[src/rtl/pe_stream_feeder.sv]
// Upstream feeder for the first PE of the systolic float32 multiply chain.
// Buffers one B vector and an A matrix, preloads B, then streams A row by row.
module pe_stream_feeder #(
  parameter int N    = 4,
  parameter int ROWS = 2,
  parameter int AW   = 3
) (
  input  logic                 clk,
  input  logic                 rst,
  input  logic                 wr_en,
  input  logic                 wr_sel,
  input  logic [AW-1:0]        wr_addr,
  input  logic [31:0]          wr_data,
  input  logic                 start,
  input  logic                 input_ack,
  output logic [31:0]          a,
  output logic [31:0]          b,
  output logic                 stb,
  output logic                 input_b_valid,
  output logic                 mem_select,
  output logic [$clog2(N)-1:0] addr,
  output logic                 row_last,
  output logic                 busy,
  output logic                 done
);

  localparam int LN = $clog2(N);
  localparam int RW = (ROWS > 1) ? $clog2(ROWS) : 1;

  typedef enum logic [1:0] {IDLE, PRE_B, STREAM_A, FINISH} state_t;

  state_t        state_q, state_d;
  logic [LN-1:0] k_q, k_d;
  logic [RW-1:0] row_q, row_d;

  logic [31:0]   a_q, a_d, b_q, b_d;
  logic          stb_q, stb_d, ibv_q, ibv_d, msel_q, msel_d;
  logic [LN-1:0] addr_q, addr_d;
  logic          rl_q, rl_d, busy_q, busy_d, done_q, done_d;

  logic [31:0]   a_mem [2**AW];
  logic [31:0]   b_mem [N];

  logic          wr_ok, xfer;
  logic [AW-1:0] a_idx;
  logic [31:0]   b_rd;

  // Buffers are only writable while idle, so a run always sees frozen data.
  assign wr_ok = wr_en && (state_q == IDLE);
  assign xfer  = stb_q && input_ack;

  // NOTE: storage arrays carry no reset; their contents are defined only by writes.
  always_ff @(posedge clk) begin
    if (wr_ok) begin
      if (wr_sel) b_mem[wr_addr[LN-1:0]] <= wr_data;
      else        a_mem[wr_addr]         <= wr_data;
    end
  end

  // NOTE: every signal assigned here gets a default first so no latch is inferred.
  always_comb begin
    state_d = state_q;
    k_d     = k_q;
    row_d   = row_q;
    unique case (state_q)
      IDLE: begin
        if (start) begin
          state_d = PRE_B;
          k_d     = '0;
          row_d   = '0;
        end
      end
      PRE_B: begin
        if (xfer) begin
          if (k_q == LN'(N-1)) begin
            k_d     = '0;
            state_d = STREAM_A;
          end else begin
            k_d = k_q + 1'b1;
          end
        end
      end
      STREAM_A: begin
        if (xfer) begin
          if (k_q == LN'(N-1)) begin
            k_d = '0;
            if (row_q == RW'(ROWS-1)) begin
              row_d   = '0;
              state_d = FINISH;
            end else begin
              row_d = row_q + 1'b1;
            end
          end else begin
            k_d = k_q + 1'b1;
          end
        end
      end
      FINISH:  state_d = IDLE;
      default: state_d = IDLE;
    endcase
  end

  // Outputs are decoded from the next state so they are registered yet aligned
  // with it; a write landing in the same cycle as start is forwarded into B.
  always_comb begin
    a_idx = AW'({row_d, k_d});
    b_rd  = b_mem[k_d];
    if (wr_ok && wr_sel && (wr_addr[LN-1:0] == k_d)) b_rd = wr_data;

    a_d    = '0;
    b_d    = '0;
    stb_d  = 1'b0;
    ibv_d  = 1'b0;
    msel_d = 1'b0;
    addr_d = '0;
    rl_d   = 1'b0;
    done_d = 1'b0;
    busy_d = (state_d != IDLE);
    unique case (state_d)
      PRE_B: begin
        stb_d  = 1'b1;
        ibv_d  = 1'b1;
        msel_d = 1'b1;
        b_d    = b_rd;
        addr_d = k_d;
      end
      STREAM_A: begin
        stb_d  = 1'b1;
        a_d    = a_mem[a_idx];
        b_d    = b_rd;
        addr_d = k_d;
        rl_d   = (k_d == LN'(N-1));
      end
      FINISH:  done_d = 1'b1;
      default: ;
    endcase
  end

  // NOTE: state flops use non-blocking assignments so every flop samples pre-edge values.
  always_ff @(posedge clk) begin
    if (rst) begin
      state_q <= IDLE;
      k_q     <= '0;
      row_q   <= '0;
      a_q     <= '0;
      b_q     <= '0;
      stb_q   <= 1'b0;
      ibv_q   <= 1'b0;
      msel_q  <= 1'b0;
      addr_q  <= '0;
      rl_q    <= 1'b0;
      busy_q  <= 1'b0;
      done_q  <= 1'b0;
    end else begin
      state_q <= state_d;
      k_q     <= k_d;
      row_q   <= row_d;
      a_q     <= a_d;
      b_q     <= b_d;
      stb_q   <= stb_d;
      ibv_q   <= ibv_d;
      msel_q  <= msel_d;
      addr_q  <= addr_d;
      rl_q    <= rl_d;
      busy_q  <= busy_d;
      done_q  <= done_d;
    end
  end

  assign a             = a_q;
  assign b             = b_q;
  assign stb           = stb_q;
  assign input_b_valid = ibv_q;
  assign mem_select    = msel_q;
  assign addr          = addr_q;
  assign row_last      = rl_q;
  assign busy          = busy_q;
  assign done          = done_q;

endmodule

[config.mk]
export PLATFORM = sky130hd
export DESIGN_NAME = pe_stream_feeder
export DESIGN_NICKNAME = d
export VERILOG_FILES = /design/src/rtl/pe_stream_feeder.sv
export SDC_FILE = /design/constraint.sdc
export NUM_CORES = 1
export LEC_CHECK = 0
export CAP_MARGIN = 20
export CORE_MARGIN = 4
export CORE_UTILIZATION = 53
export DETAILED_ROUTE_END_ITERATION = 8
export PLACE_DENSITY = 0.76
export SLEW_MARGIN = 10
export SYNTH_ARGS = -nofsm -noshare
export SYNTH_HDL_FRONTEND = slang
export SYNTH_SLANG_ARGS = --single-unit
[constraint.sdc]
create_clock -name clk -period 3.9 [get_ports clk]
set_clock_uncertainty 0.15 [all_clocks]
set_input_delay 0.39 -clock clk [delete_from_list [all_inputs] [get_ports clk]]
set_output_delay 0.39 -clock clk [all_outputs]
set_load 0.005 [all_outputs]
### Word level (Yosys, flattened, before mapping)

Memory sizes are Yosys's and may differ from the RTL's. A register that Yosys moved wholly into a read port is not among the register bits.
Cells that the tools add are included.
W data, S select, Z words.

| cells by class | value |
|---|---|
| add/subtract/negate cells | 2 |
| multiply operators | 0 |
| div/mod/pow operators | 0 |
| magnitude comparators | 0 |
| eq/ne operators | 8 |
| shift operators | 0 |
| mux-type cells | 25 |
| bitwise logic cells | 2 |
| reductions and logical operators | 8 |

Operator list:

| cell | number |
|---|---|
| $mux W2 | 9 |
| $mux W1 | 13 |
| $eq A2 B2 Y1 const B | 6 |
| $pmux W2 S4 | 1 |
| $reduce_or A2 Y1 | 4 |
| $eq A2 B1 Y1 const B | 2 |
| $pmux W2 S2 | 1 |
| $add A2 B1 Y2 const B | 1 |
| $logic_and A1 B1 Y1 | 2 |
| $logic_not A2 Y1 | 1 |
| $not A1 Y1 | 2 |
| $pmux W1 S2 | 1 |
| $reduce_bool A2 Y1 | 1 |
| $add A1 B1 Y1 const B | 1 |

| word-level totals | value |
|---|---|
| register bits after elaboration | 12 |
| latch bits | 0 |
| bits in writable memories | 384 |
| ROM bits | 0 |
| input bits | 41 |
| output and inout bits | 72 |
| logic and storage cells | 56 |
| memories kept | 2 |

Memory list:

| memory | words | width | rd ports | clocked after Yosys merged registers in | write ports | line | RTL |
|---|---|---|---|---|---|---|---|
| a_mem | 8 | 32 | 1 | 1 | 1 | 41 | `logic [31:0] a_mem [2**AW];` |
| b_mem | 4 | 32 | 1 | 1 | 1 | 42 | `logic [31:0] b_mem [N];` |

### Depth between registers and ports, before layout

Gate-level depths: netlist of the first run.

| depth | value |
|---|---|
| depth after elaboration | 8 |
| gate-level depth with buffers | 12 |
| depth with buffers taken out | 10 |

### Worst setup path before layout of the first run

No wires, ideal clock.

| timing | value |
|---|---|
| path type | flip-flop to flip-flop |
| from | register state_q[1] |
| to | memory b_mem[1][0], enable pin |
| arrival | 3.459 ns |
| required time | 3.282 ns |
| path slack | -0.177 ns |
| cell stages (with the launch flop) | 6 |
| buffers on the path | 1 |
| clock period less this slack | 4.077 ns |
| cells stage by stage | dfxtp_1 > inv_1 > ha_1 > nand3_1 > clkbuf_1 > nor3b_1 |

| on the way | value |
|---|---|
| word-level cells in the longest chain between the ends | 4 |

RTL lines:

| what | line | RTL |
|---|---|---|
| start: declaration | 32 | `state_t state_q, state_d;` |
| start signal: assignment | 155 | `state_q <= state_d;` |
| $logic_not A2 Y1 | 49 | `assign wr_ok = wr_en && (state_q == IDLE);` |
| $logic_and A1 B1 Y1 | 49 |  |
| $mux W1 | 54 | `if (wr_ok) begin` |
| $mux W1 (implied by the code) | 55 | `if (wr_sel) b_mem[wr_addr[LN-1:0]] <= wr_data;` |
| end: declaration | 42 |  |

No other way between the ends.

### Worst setup path in the final report of the first run

| timing | value |
|---|---|
| from | register state_q[0] |
| to | register b_q[22], in the netlist b[22] (read register of b_mem) |

| on the way | value |
|---|---|
| word-level cells in the longest chain between the ends | 8 |
| elaborated cells between the ends (all ways) | 18 |

RTL lines:

| what | line | RTL |
|---|---|---|
| $mux W2 | 87 | `if (row_q == RW'(ROWS-1)) begin` |
| $mux W2 | 85 | `if (k_q == LN'(N-1)) begin` |
| $mux W2 | 84 | `if (xfer) begin` |
| $pmux W2 S4 | 65 | `unique case (state_q)` |
| $eq A2 B2 Y1 or $eq A2 B1 Y1 (tied branches) | 119 | `unique case (state_d)` |
| $reduce_or A2 Y1 (no source line) | - |  |
| $not A1 Y1 (no source line) | - |  |
| $reduce_or A2 Y1 (no source line) | - |  |
| end: declaration | 36 | `logic [31:0] a_q, a_d, b_q, b_d;` |

Parallel ways exist; a longest one is shown, timed or not.
A chain may end at the register's enable or synchronous reset.

==> results of run 1 <==
## per-stage QoR
| step | utilization, % | total power, uW | worst slack, ns |
|---|---|---|---|
| final | 64.2 | 12700 | 0.841 |
| after global routing | 64.2 | 13200 | 0.640 |
| after CTS | 64.2 | 12800 | 0.823 |
| after detailed placement | 59.7 | 8620 | 0.630 |
| after global placement | 59.7 | 8550 | 0.740 |
| after floorplan | - | 7440 | 0.00794 |
## layer usage
| layer | up-vias | share of wire (%) | track usage (%) |
|---|---|---|---|
| li1 | 4453 | - | - |
| met1 | 5073 | 39 | 29.8 |
| met2 | 479 | 50 | 36.4 |
| met3 | 86 | 8.2 | 3.43 |
| met4 | 0 | 2.5 | 7.43 |
| met5 | - | 0 | 0 |
## Yosys cell counts (2+ instances only)
master	n	area, um2
edfxtp_1	384	11500
nand2_1	200	751
dfxtp_1	76	1520
nor3_1	42	210
nand3_1	36	180
and3_1	34	213
a31oi_1	33	206
a32oi_1	33	289
mux2i_1	33	330
a21oi_1	27	135
clkbuf_1	27	101
mux4_2	27	608
nor3_2	26	260
buf_2	24	120
nor2_1	21	78.8
ha_1	10	125
buf_4	7	52.6
a21oi_2	6	52.6
buf_12	6	120
o21ai_0	6	30.0
inv_1	5	18.8
mux4_1	4	105
a21boi_0	3	22.5
and2_1	3	18.8
nand2b_1	3	18.8
o21a_1	3	22.5
buf_1	2	7.51
buf_6	2	22.5
nor2b_1	2	12.5
o21ai_1	2	10.0
## sequential cells by signal (all words and copies together), names as in the netlist
| name | cells |
|---|---|
| row_q | 1 |
| state_q | 2 |
| mem_select | 1 |
| busy | 1 |
| b_mem | 128 |
| a | 32 |
| b | 32 |
| k_q | 2 |
| a_mem | 256 |
| stb | 1 |
| addr | 2 |
| done | 1 |
| row_last | 1 |
## cell type report
class	count	area (um2)
fillers	2168	11400
well taps	435	544
repair buffers	151	1490
flip-flops and latches	460	13100
diodes	1	2.50
clock buffers	64	1270
clock inverters	19	159
inverters	5	18.8
multi-input cells	571	3940
## tightest hold or removal path, cell delays in order (launching register included)
cell and delay [ns]:
edfxtp_1 0.32, nand2_1 0.04, nand3_1 0.06, and3_1 0.14
## path summary, 6_finish.rpt
path                            slack, ns          from  endpoint
worst min-delay path                 0.43  a_mem[2][14]     a[14]
worst max register to register       0.84    state_q[0]     b[22]
worst max-delay path                 0.84    state_q[0]     b[22]
worst min register to register       0.43  a_mem[2][14]     a[14]
## power groups by stage
| stage | Combinational (uW) | Sequential (uW) | Clock, uW |
|---|---|---|---|
| after floorplan | 1490 | 5960 | 0 |
| after global placement | 2560 | 5990 | 0 |
| after detailed placement | 2630 | 5990 | 0 |
| after CTS | 2650 | 5900 | 4230 |
| after global routing | 2850 | 5920 | 4440 |
| final | 2640 | 5900 | 4170 |
## kinds of logic (layout without fill, tap and decap cells)
group           count (synthesis)  count (layout)  synth area share (%)
flops                         460             460                  75.3
simple gates                  376             376                  10.6
compound gates                119             119                  4.72
buf+inv                        73             239                  2.55
mux                            65              65                  6.10
fa+ha+maj                      10              10                 0.722
xor+xnor                        1               1                0.0505
other cells                     0               1                     0
==> flow_summary.ini, run 1 <==
[timing]
max_freq_mhz = 327
slew_headroom_pct = 53.7
period_needed_ns = 3.06
setup_viol = 0
drv_slew = 0
rsz0062_at_grt = no
worstMarginPinSlew_ns = 0.692
finalHoldViolations = 0
period_share_pct = 78.4
finalSetupTns_ns = 0
hold_ws_ns = 0.435

[logic_synthesis]
ys_types = 47
async_flop_share_pct = 0
synth-seq-area-share_pct = 75.3
synth_nets = 1155
syn_inst = 1104
synth_warnings = 0
syn_avg_cell_area_um2 = 15.7
synth_edf_count = 384
synthFlopType = edfxtp_1
synth_area_um2 = 17300
synth_seq_cells = 460

[global_route]
antenna_found_initial = 0
overflow = 0
track_usage_pct = 21.8
grt_max_degree = 98
first_global_vias = 10200
grt_pass1_wl_um = 60000

[cells_and_area]
postLayoutCellArea_um2 = 20500
final_cell_mix = edfxtp_1, nand2_1, clkdlybuf4s50_1, dfxtp_1, clkbuf_16
layout.nets = 1285
fin_cells = 1706
syn2layout_area_growth_pct = 18.1
drive_above_1_share_pct = 14.9
final_common_cell = edfxtp_1

[clock_network]
cts.clk_slew.worst_paths_ns = 0.06
clkLatencyLatePin_ns = 0.54
cts_buffers = 45
cts_sinks = 460
clk_path_buf_depth = 3
htreeDepth = 2
cts_hold_buf = 0
cts_resized = 0
post_cts_buffers = 0
cts-root-buf = clkbuf_16
cts_tree = done

[drt]
firstDrtPassIters = 5
drtIter0Drc = 922
routedWlPerCell_um = 22.9
drc_errors = 0
via_per_inst = 5.92
wl_um = 39100
vias = 10100
ant_nets = 0

[floorplan]
fp.dieW_um = 189
die_area_um2 = 35700
core_um2 = 31900
io_pins = 113
die_y_um = 189
initial_core_util_pct = 54.4
core.rowCount = 65

[outcome]
status = finished clean

[pwr]
leakagePower_uw = 0.00711
vdd_drop_max_mv = 0.466
p_int_uw = 9320
clkPwrFrac_pct = 32.8
p_sw_share_pct = 26.7
seq_power_share_pct = 46.4
p_sw_uw = 3390
pwr-share-comb_pct = 20.7
p_per_area_nw_per_um2 = 621

[critical_path]
crit_type = register to register
crit_cells = 9
slowest_stage = mux4_2
critPathBufInv = 2
cp-start-kind = register
ff2ff_path_depth = 9
path_cells = inv_1 -> ha_1 -> and2_1 -> mux2_4 -> nor2_8 -> buf_12 -> mux4_2 -> a21oi_1 -> nor3_2
cpLargestDelayFamily = multiplexers
worst_path_largest_cell_delay_ns = 0.53
arrival_ns = 3.31
cp-end-kind = register
critical_path_required_ns = 4.15
critical_path.max_fanout = 26

[job]
drv_cap = 0

[worst_hold_path]
worstHoldPathType = register to register
holdPathStages = 3

[place]
placedCellCount = 1622
gp_congestion = 0.807
io_buffers = 112
hpwl_um = 21300
place_area_um2 = 19000
No activity file was read; power rests on OpenSTA's default activity.
==> run 2: changes to the inputs <==
CORE_UTILIZATION = 59   (was 53)
PLACE_DENSITY = 0.8   (was 0.76)
clock period = 2.9 ns   (was 3.9 ns; I/O delays follow)
==> run 2 against run 1 <==
First-iteration DRC count rose by 29%. Via count increased by 2.1%. Final cell count is 1.7% lower. Maximum frequency increased by 8.5%. Final area rose by 1.2%. Die area fell by 9.8%. Critical path depth did not move. Sequential share of layout area is 0.74 points lower.
==> flow_summary.ini, run 2 (synthesis results as in run 1) <==
[outcome]
status = finished clean

[cells_and_area]
top_register = a_mem
syn2layout_area_growth_pct = 19.5
n_antenna_cell = 0
drive_above_1_share_pct = 15.6
final_common_cell = edfxtp_1
fill_cells = 1727
largest_reg_flops = 256
final_cell_mix = edfxtp_1, nand2_1, clkdlybuf4s50_1, dfxtp_1, clkbuf_16
layout.nets = 1308

[critical_path]
critical_path.max_fanout = 30
arrival_ns = 3.09
cp-end-kind = register
crit_type = register to register
critical_path_required_ns = 3.17
cp-start-kind = register

[timing]
finalHoldViolations = 0
max_freq_mhz = 355
slew_headroom_pct = 64.5
setup_viol = 0
fin_ws_ns = 0.0814
worstMarginPinSlew_ns = 0.531
period_share_pct = 97.2
rsz0062_at_grt = no
period_needed_ns = 2.82
hold_ws_ns = 0.368
drv_slew = 0

[clock_network]
cts_buffers = 45
clkLatencyLatePin_ns = 0.55
cts.clk_slew.worst_paths_ns = 0.06
htreeDepth = 2
cts-root-buf = clkbuf_16
cts_tree = done
cts_sinks = 460
clk_path_buf_depth = 3
cts_hold_buf = 0

[place]
io_buffers = 112
dp_slack_ns = 0.0298
hpwl_um = 22900
gp_congestion = 0.791

[drt]
drc_errors = 0
firstDrtPassIters = 5
ant_nets = 0
wl_um = 39600
routedWlPerCell_um = 23.6
via_per_inst = 6.14
vias = 10300
drtIter0Drc = 1185

[worst_hold_path]
worstHoldPathType = input port to register

[floorplan]
die_y_um = 179
die_area_um2 = 32200
initial_core_util_pct = 60.1
fp.dieW_um = 179
core_um2 = 28900
core.rowCount = 62
io_pins = 113

[global_route]
grt_pass1_wl_um = 60100
first_global_vias = 10300
antenna_found_initial = 1
overflow = 0
track_usage_pct = 23.9
grt_max_degree = 39

[pwr]
power_uw = 17200
p_per_area_nw_per_um2 = 830
leakagePower_uw = 0.00726
vdd_drop_max_mv = 0.705

[job]
drv_cap = 0
[run 2: cell count changes in the layout (fill, tap and decap cells not counted), moves of 2 or more]
cell,before,now
clkbuf_1,13,25
buf_12,6,16
buf_4,33,43
clkinv_2,12,4
nor3_2,29,26
nor3_4,0,3
a21oi_1,27,25
a21oi_2,6,8
clkbuf_16,46,48
clkbuf_8,5,3
clkinvlp_4,2,0
[run 2: metal layers]
layer  GRT usage [%]  routed length (um)  vias up
met5               0                  13        -
met4            7.25                1090        2
met3            5.05                3930       99
met2            40.2               19600      597
met1            32.0               14900     5102
li1                -                   -     4499
[run 2: path summary, 6_finish.rpt]
check,startpoint,to,slack [ns],cells past startpoint
max reg2reg,state_q[1],b[12],0.08,9
max,state_q[1],b[12],0.08,9
min,rst,busy,0.37,2
min reg2reg,a_mem[2][20],a[20],0.44,3
[run 2: worst max-delay path: stages, from the launching register on]
cell     delay, ns
dfxtp_1       0.39
inv_1         0.10
ha_1          0.32
and2_1        0.18
mux2_4        0.32
nor2_8        0.21
buf_12        0.24
mux4_2        0.52
a21oi_1       0.18
nor3_2        0.07
[run 2: area by class of cell]
type | count | area (um2) | area share, %
Multi-Input combinational cell | 571 | 3970 | 19.2
Inverter | 5 | 18.8 | 0.0906
Timing Repair Buffer | 174 | 1830 | 8.81
Clock inverter | 9 | 77.6 | 0.375
Clock buffer | 74 | 1290 | 6.21
Tap cell | 384 | 480 | 2.32
Sequential cell | 460 | 13100 | 63.0
[run 2: metrics by stage]
| step | setup TNS (ns) | std cells | area [um2] | util (%) |
|---|---|---|---|---|
| floorplan | -14.73 | 1104 | 17400 | - |
| global placement | 0 | 1590 | 19300 | 66.8 |
| detailed placement | 0 | 1590 | 19300 | 66.8 |
| CTS | 0 | 1673 | 20600 | 71.5 |
| global route | 0 | 1677 | 20700 | 71.8 |
| finish | 0 | 1677 | 20700 | 71.8 |
[run 2: report_power, final]
group / switching (uW) / internal (uW)
registers: 249 / 7700
clock network: 2310 / 3110
logic: 1990 / 1820
[run 2: repair_timing]
item	in CTS	in global routing
setup endpoints to repair	0	21
buffers inserted	0	2
resized for setup	0	5
